`src/rtl/instr_mem_loader.sv`:
```
// Byte-serial program loader: length-prefixed little-endian image -> 32-bit instruction memory writes.
// Optional trailing XOR checksum byte enabled by defining LOADER_CHECKSUM_EN.
module instr_mem_loader #(
    parameter int DATA_WIDTH        = 32,
    parameter int INSTR_MEM_DEPTH   = 256,
    localparam int ADDR_WIDTH       = $clog2(INSTR_MEM_DEPTH)
) (
    input  logic                  i_clk,
    input  logic                  i_reset,
    input  logic                  i_restart,
    input  logic [7:0]            i_rx_data,
    input  logic                  i_rx_valid,
    output logic                  o_rx_ready,
    output logic                  o_imem_we,
    output logic [ADDR_WIDTH-1:0] o_imem_addr,
    output logic [DATA_WIDTH-1:0] o_imem_wdata,
    output logic                  o_cpu_reset_n,
    output logic                  o_load_done,
    output logic                  o_load_err
);

    localparam int MAX_WORDS = INSTR_MEM_DEPTH / 4;
    localparam int WIDX_W    = ADDR_WIDTH - 2;

    typedef enum logic [2:0] {
        S_LEN0,
        S_LEN1,
        S_DATA,
        S_WRITE,
`ifdef LOADER_CHECKSUM_EN
        S_CSUM,
`endif
        S_DONE,
        S_ERR
    } state_t;

    // State entered once the last word (or an empty image) has been written.
`ifdef LOADER_CHECKSUM_EN
    localparam state_t S_FINAL = S_CSUM;
`else
    localparam state_t S_FINAL = S_DONE;
`endif

    state_t              state, state_next;
    logic [15:0]         n_words;
    logic [1:0]          byte_cnt;
    logic [WIDX_W-1:0]   word_idx;
    logic [DATA_WIDTH-1:0] word_buf;
    logic                rx_ready;
    logic                accept;
    logic [15:0]         len_full;
    logic                last_word;
`ifdef LOADER_CHECKSUM_EN
    logic [7:0]          csum;
`endif

    assign accept    = i_rx_valid && rx_ready;
    assign len_full  = {i_rx_data, n_words[7:0]};
    assign last_word = (16'(word_idx) == (n_words - 16'd1));

    // NOTE: every output of this block gets a default first so no latch is inferred.
    always_comb begin
        state_next = state;
        rx_ready   = 1'b0;
        unique case (state)
            S_LEN0, S_LEN1, S_DATA: rx_ready = 1'b1;
`ifdef LOADER_CHECKSUM_EN
            S_CSUM:                 rx_ready = 1'b1;
`endif
            default:                rx_ready = 1'b0;
        endcase

        if (i_restart) begin
            state_next = S_LEN0;
        end else begin
            unique case (state)
                S_LEN0: if (accept) state_next = S_LEN1;
                S_LEN1: begin
                    if (accept) begin
                        if (len_full == 16'd0)                  state_next = S_FINAL;
                        else if (len_full > 16'(MAX_WORDS))     state_next = S_ERR;
                        else                                    state_next = S_DATA;
                    end
                end
                S_DATA:  if (accept && byte_cnt == 2'd3) state_next = S_WRITE;
                S_WRITE: state_next = last_word ? S_FINAL : S_DATA;
`ifdef LOADER_CHECKSUM_EN
                S_CSUM:  if (accept) state_next = (i_rx_data == csum) ? S_DONE : S_ERR;
`endif
                default: state_next = state;
            endcase
        end
    end

    // NOTE: sequential state uses non-blocking assignments so every register samples pre-edge values.
    always_ff @(posedge i_clk or posedge i_reset) begin
        if (i_reset) state <= S_LEN0;
        else         state <= state_next;
    end

    always_ff @(posedge i_clk or posedge i_reset) begin
        if (i_reset) begin
            n_words  <= '0;
            byte_cnt <= '0;
            word_idx <= '0;
            word_buf <= '0;
`ifdef LOADER_CHECKSUM_EN
            csum     <= '0;
`endif
        end else if (i_restart) begin
            // Restart takes priority over a byte handshake in the same cycle.
            n_words  <= '0;
            byte_cnt <= '0;
            word_idx <= '0;
            word_buf <= '0;
`ifdef LOADER_CHECKSUM_EN
            csum     <= '0;
`endif
        end else begin
            if (accept) begin
                unique case (state)
                    S_LEN0: n_words[7:0]  <= i_rx_data;
                    S_LEN1: n_words[15:8] <= i_rx_data;
                    S_DATA: begin
                        word_buf[8*byte_cnt +: 8] <= i_rx_data;
                        byte_cnt                  <= byte_cnt + 2'd1;
                    end
                    default: ;
                endcase
`ifdef LOADER_CHECKSUM_EN
                if (state != S_CSUM) csum <= csum ^ i_rx_data;
`endif
            end
            if (state == S_WRITE) word_idx <= word_idx + 1'b1;
        end
    end

    assign o_rx_ready    = rx_ready;
    assign o_imem_we     = (state == S_WRITE);
    assign o_imem_addr   = {word_idx, 2'b00};
    assign o_imem_wdata  = word_buf;
    assign o_cpu_reset_n = (state == S_DONE);
    assign o_load_done   = (state == S_DONE);
    assign o_load_err    = (state == S_ERR);

endmodule

```
`config.mk`:
```
export PLATFORM = sky130hd
export DESIGN_NAME = instr_mem_loader
export DESIGN_NICKNAME = d
export VERILOG_FILES = /design/src/rtl/instr_mem_loader.sv
export SDC_FILE = /design/constraint.sdc
export NUM_CORES = 1
export LEC_CHECK = 0
export ABC_CLOCK_PERIOD_IN_PS = 2880
export BUFFER_PORTS_ARGS = -buffer_cell sky130_fd_sc_hd__buf_2
export CAP_MARGIN = 20
export CORE_ASPECT_RATIO = 1.25
export CORE_MARGIN = 2
export CORE_UTILIZATION = 55
export DETAILED_ROUTE_END_ITERATION = 16
export PLACE_DENSITY = 0.84
export SETUP_SLACK_MARGIN = 0.15
export SLEW_MARGIN = 20
export SYNTH_ARGS = -nofsm -noshare
export SYNTH_HDL_FRONTEND = slang
export SYNTH_SLANG_ARGS = --single-unit
export TNS_END_PERCENT = 10
```
`constraint.sdc`:
```
create_clock -name i_clk -period 2.88 [get_ports i_clk]
set_clock_uncertainty 0.2 [all_clocks]
set_input_delay 0.576 -clock i_clk [delete_from_list [all_inputs] [get_ports i_clk]]
set_output_delay 0.576 -clock i_clk [all_outputs]
set_load 0.01 [all_outputs]
```
== Yosys cells after proc, flatten, opt, wreduce, memory -nomap -nowiden ==
Index checks and enable logic that the tools add are counted.
Operators by class
  add/subtract/negate cells: 4
  multiplexer cells: 22
  divide/modulo/power cells: 0
  shifts and indexed selects: 2
  $mul: 0
  bitwise logic cells: 0
  order comparisons: 1
  eq/ne operators: 10
  reductions and logical operators: 15
Operators with widths (count)
  $mux 32: 3
  $neg 5->34: 1
  $shift 8x34->32 const A: 1
  $shiftx 8x34->32: 1
  $bwmux 32: 1
  $mux 16: 2
  $mux 3: 7
  $eq 6x16->1: 1
  $gt 16x7->1 const B: 1
  $logic_not 16->1: 1
  $mux 8: 2
  $sub 16x1->16 const B: 1
  $mux 6: 2
  $pmux 3 s4: 1
  $reduce_bool 2->1: 5
  $ne 3x3->1 const B: 3
  $add 6x1->6 const B: 1
  $eq 3x2->1 const B: 2
  $eq 3x3->1 const B: 2
  $mux 2: 3
  $reduce_and 2->1: 3
  $reduce_bool 5->1: 1
  $reduce_and 4->1: 1
  $eq 3x1->1 const B: 1
  6 further kinds: 7
Storage, ports and cells
  bits in read-only memories: 0
  memories: 0
  bits in latches: 0
  bits of input ports: 12
  output and inout bits: 45
  RAM bits: 0
  register bits after elaboration: 59

== Logic depth before layout (Yosys ltp) ==
  depth after elaboration: 8
  gate-level depth with buffers: 8
  depth with buffers taken out: 7

== Worst setup path before layout ==
Ideal clock, no wire load.
  path type: register to register
  from: register n_words[0]
  to: register state[1]
  required time: 2560 ps
  clock period less this slack: 2259 ps
  data arrival time: 1938 ps
  cell stages (with the launch flop): 9
  path slack: 621 ps
  cells stage by stage: dfrtp_1 > inv_1 > ha_1 > buf_6 > nor3b_2 > mux2i_1 > mux2i_1 > or4_4 > o211a_1
Between the ends
  cells in the longest elaborated chain, start to end: 6
  elaborated cells on any way between the ends: 10
  classes of those cells: add/sub: 1; order compare: 1; eq/ne: 1; mux: 6; reduce/logical: 1
RTL lines
  start: declaration: RTL line 45  | logic [15:0] n_words;
  start signal: assignment: RTL line 122  | S_LEN0: n_words[7:0] <= i_rx_data;
  branches (longest 4 deep; another with $sub 16x1->16)
  $pmux 3 s4 *: RTL line 76  | unique case (state)
  $mux 3 *: RTL line 73  | if (i_restart) begin
  end signal: assignment: RTL line 98  | else state <= state_next;
  end: declaration: RTL line 44  | state_t state, state_next;
Every way passes the cells marked *. The select of a mux whose other input is x is not followed.
A chain may end at the register's enable or synchronous reset.

== Final worst setup path ==
Ends and elaborated chain as after synthesis.

==> reports/qor.yml <==
timing:
  tns_ns: 0
  rsz0062_at_grt: "false"
  slew_headroom: 0.338
  timing.hold.ws_ns: 0.0276
  period_share: 0.866
  tightestPinTransition_ns: 0.992
  maxSlewViolCount: 0
  fin_ws_ns: 0.386
  finalCriticalPeriod_ns: 2.49
  finalHoldViolCount: 0
  max_freq_mhz: 401
  setup_viol: 0
global_route:
  grt_antenna_before_repair: 0
  gr-total-overflow: 0
  grt_pass1_wl_um: 11700
  grt_max_degree: 34
  grt_pass1_vias: 2499
  track_usage: 0.252
worst_setup_path:
  rr_startpoint: "n_words[0]$_DFFE_PP0P_"
  worstSetupPathType: "reg -> reg"
  start_kind: "register"
  r2r-end: "state[1]$_DFFE_PP0P_"
  required_ns: 2.90
  reg2reg_slack_ns: 0.39
  r2r_cells: 7
  worst_ep_arrival_time_ns: 2.52
  end_kind: "register"
  path_max_fanout: 8
drt:
  via_per_inst: 5.69
  wl_um: 6940
  drtIter0Drc: 133
  first_pass_iters: 4
  final_antenna_net_count: 0
  vias: 2521
  routedWlPerCell_um: 15.7
  drc: 0
synthesis:
  ys_seq_elements: 59
  synth_cells: 325
  synth-edff-count: 0
  synth.most_common_cell: "nand2_1"
  syn-cell-area_sq_mm: 0.00297
  ys_async_sr_fraction: 1.00
  yosysWarnings: 0
  ys_types: 48
  yosys.area.top_type: "dfrtp_1"
  ys_top_cells_by_area: "dfrtp_1, nand2_1, a21oi_1"
  synth_top_cell_area_share: 0.497
  synth_top_cells_by_count: "nand2_1, dfrtp_1, a21oi_1, nor2_1, o21ai_0"
  syn_area_per_cell_sq_um: 9.14
  ys.flop_type: "dfrtp_1"
  yosysSeqAreaShare: 0.497
power_and_ir_drop:
  seq_power_share: 0.479
  cellPowerDensity_mw_per_mm2: 530
  pwr-share-comb: 0.117
  p_sw_mw: 0.501
  power.clock.fraction: 0.403
  sw_frac_of_total: 0.273
  ir_drop_v: 0.000405
  leakagePower_nw: 1.68
  internal_power_mw: 1.33
place:
  place_area_sq_mm: 0.00326
  dp_hpwl_um: 4880
  io_buffers: 54
  dp_slack_ns: 0.401
  place_congestion: 0.941
cells_and_area:
  layout.nets: 395
  fill_cells: 396
  drive_above_1_share: 0.220
  diodes: 0
  area_growth_pct: 16.3
  design_area_sq_mm: 0.00345
die:
  start_util: 0.576
  die_y_um: 86.2
  row_count: 29
  design.core.area_sq_mm: 0.00515
  die_w_um: 69.7
  dieArea_sq_mm: 0.00601
  ios: 57
clock_network:
  htree_levels: 3
  clock-sinks: 59
  clockBufferDepth: 2
  numCtsBuffers: 9
  postCtsSetupBuffers: 0
  clock_latency_ns: 0.34
  path_clk_slew_ns: 0.07
  cts_hold_buf: 0
  cts-root-buf: "clkbuf_8"
  cts_resized: 0
  cts_tree: "done"
worst_hold_path:
  hold_path.class: "in -> async"
status:
  status: "completed"
run:
  drv_cap: 0
power groups by stage:
stage               Clock (mW)  Sequential (mW)  Combinational [mW]
floorplan                    0            0.889               0.151
global placement             0            0.892               0.208
detailed placement           0            0.893               0.214
CTS                      0.742            0.878               0.215
global route             0.788            0.882               0.239
finish                   0.739            0.878               0.215
critical path: stages (launching register included):
cell     delay [ns]
dfrtp_1        0.43
inv_1          0.08
ha_1           0.29
nor3b_2        0.31
mux2i_1        0.22
mux2i_1        0.08
or4_4          0.53
o211a_1        0.23
stage by stage:
step / power, mW / utilization / std cells
4_1_cts: 1.83 / 0.670 / 443
5_1_grt: 1.91 / 0.670 / 443
6_report: 1.83 / 0.670 / 443
3_5_place_dp: 1.11 / 0.633 / 427
2_1_floorplan: 1.04 / - / 326
3_3_place_gp: 1.10 / 0.633 / 427
cell usage in the layout (no fill, tap or decap), types with 2 or more instances in the layout:
cell	instances
nor2b_1	2
clkbuf_8	9
mux2i_1	5
and4_1	2
buf_4	4
nor3b_2	2
ha_1	7
nor2_1	17
conb_1	2
a21oi_1	22
xor2_1	8
and3b_1	2
or3_1	3
nand4_1	7
o21ai_0	15
clkinv_2	2
xnor2_1	7
buf_2	54
nor4b_1	2
nand3_1	4
nand2_1	84
a22o_1	7
or4_4	2
dfrtp_1	59
a32o_1	2
o21ai_1	13
inv_1	7
nor3_1	5
registers in the layout, indices dropped and copies added, names as in the netlist:
signal and cells:
n_words 16, word_idx 6, byte_cnt 2, state 3, o_imem_wdata 32
cell type report:
| type | count | area, sq um | area share |
|---|---|---|---|
| clock buffer | 10 | 128 | 0.0369 |
| multi-input combinational | 240 | 1380 | 0.399 |
| clock inverter | 6 | 65.1 | 0.0188 |
| inverter | 8 | 30.0 | 0.00869 |
| tap | 62 | 77.6 | 0.0225 |
| timing repair buffer | 58 | 300 | 0.0869 |
| sequential | 59 | 1480 | 0.427 |
worst max path at each step:
stage / startpoint / to / slack [ns] / cells past startpoint
after detailed placement: n_words[0]$_DFFE_PP0P_ / state[1]$_DFFE_PP0P_ / 0.40 / 7
after CTS: n_words[0]$_DFFE_PP0P_ / state[1]$_DFFE_PP0P_ / 0.38 / 7
after global placement: n_words[0]$_DFFE_PP0P_ / state[1]$_DFFE_PP0P_ / 0.51 / 7
after global routing: n_words[0]$_DFFE_PP0P_ / state[1]$_DFFE_PP0P_ / 0.27 / 7
after floorplan: n_words[0]$_DFFE_PP0P_ / state[1]$_DFFE_PP0P_ / 0.62 / 8
final: n_words[0]$_DFFE_PP0P_ / state[1]$_DFFE_PP0P_ / 0.39 / 7
layer usage:
layer,vias to the layer above,part of all wire,track usage
li1,1212,-,-
met1,1203,0.40,0.291
met2,88,0.51,0.442
met3,18,0.062,0.0505
met4,0,0.030,0.133
met5,-,0,0
cells by family (layout without fill, tap and decap cells):
family / after synthesis / after routing / share of synthesized area
xor+xnor: 15 / 15 / 0.0442
mux: 6 / 6 / 0.0206
flops: 59 / 59 / 0.497
buf+inv: 27 / 82 / 0.0404
other cells: 1 / 2 / 0.00126
compound gates: 67 / 67 / 0.135
fa+ha+maj: 7 / 7 / 0.0295
simple gates: 143 / 143 / 0.232
Power figures use the tool's default switching activity.
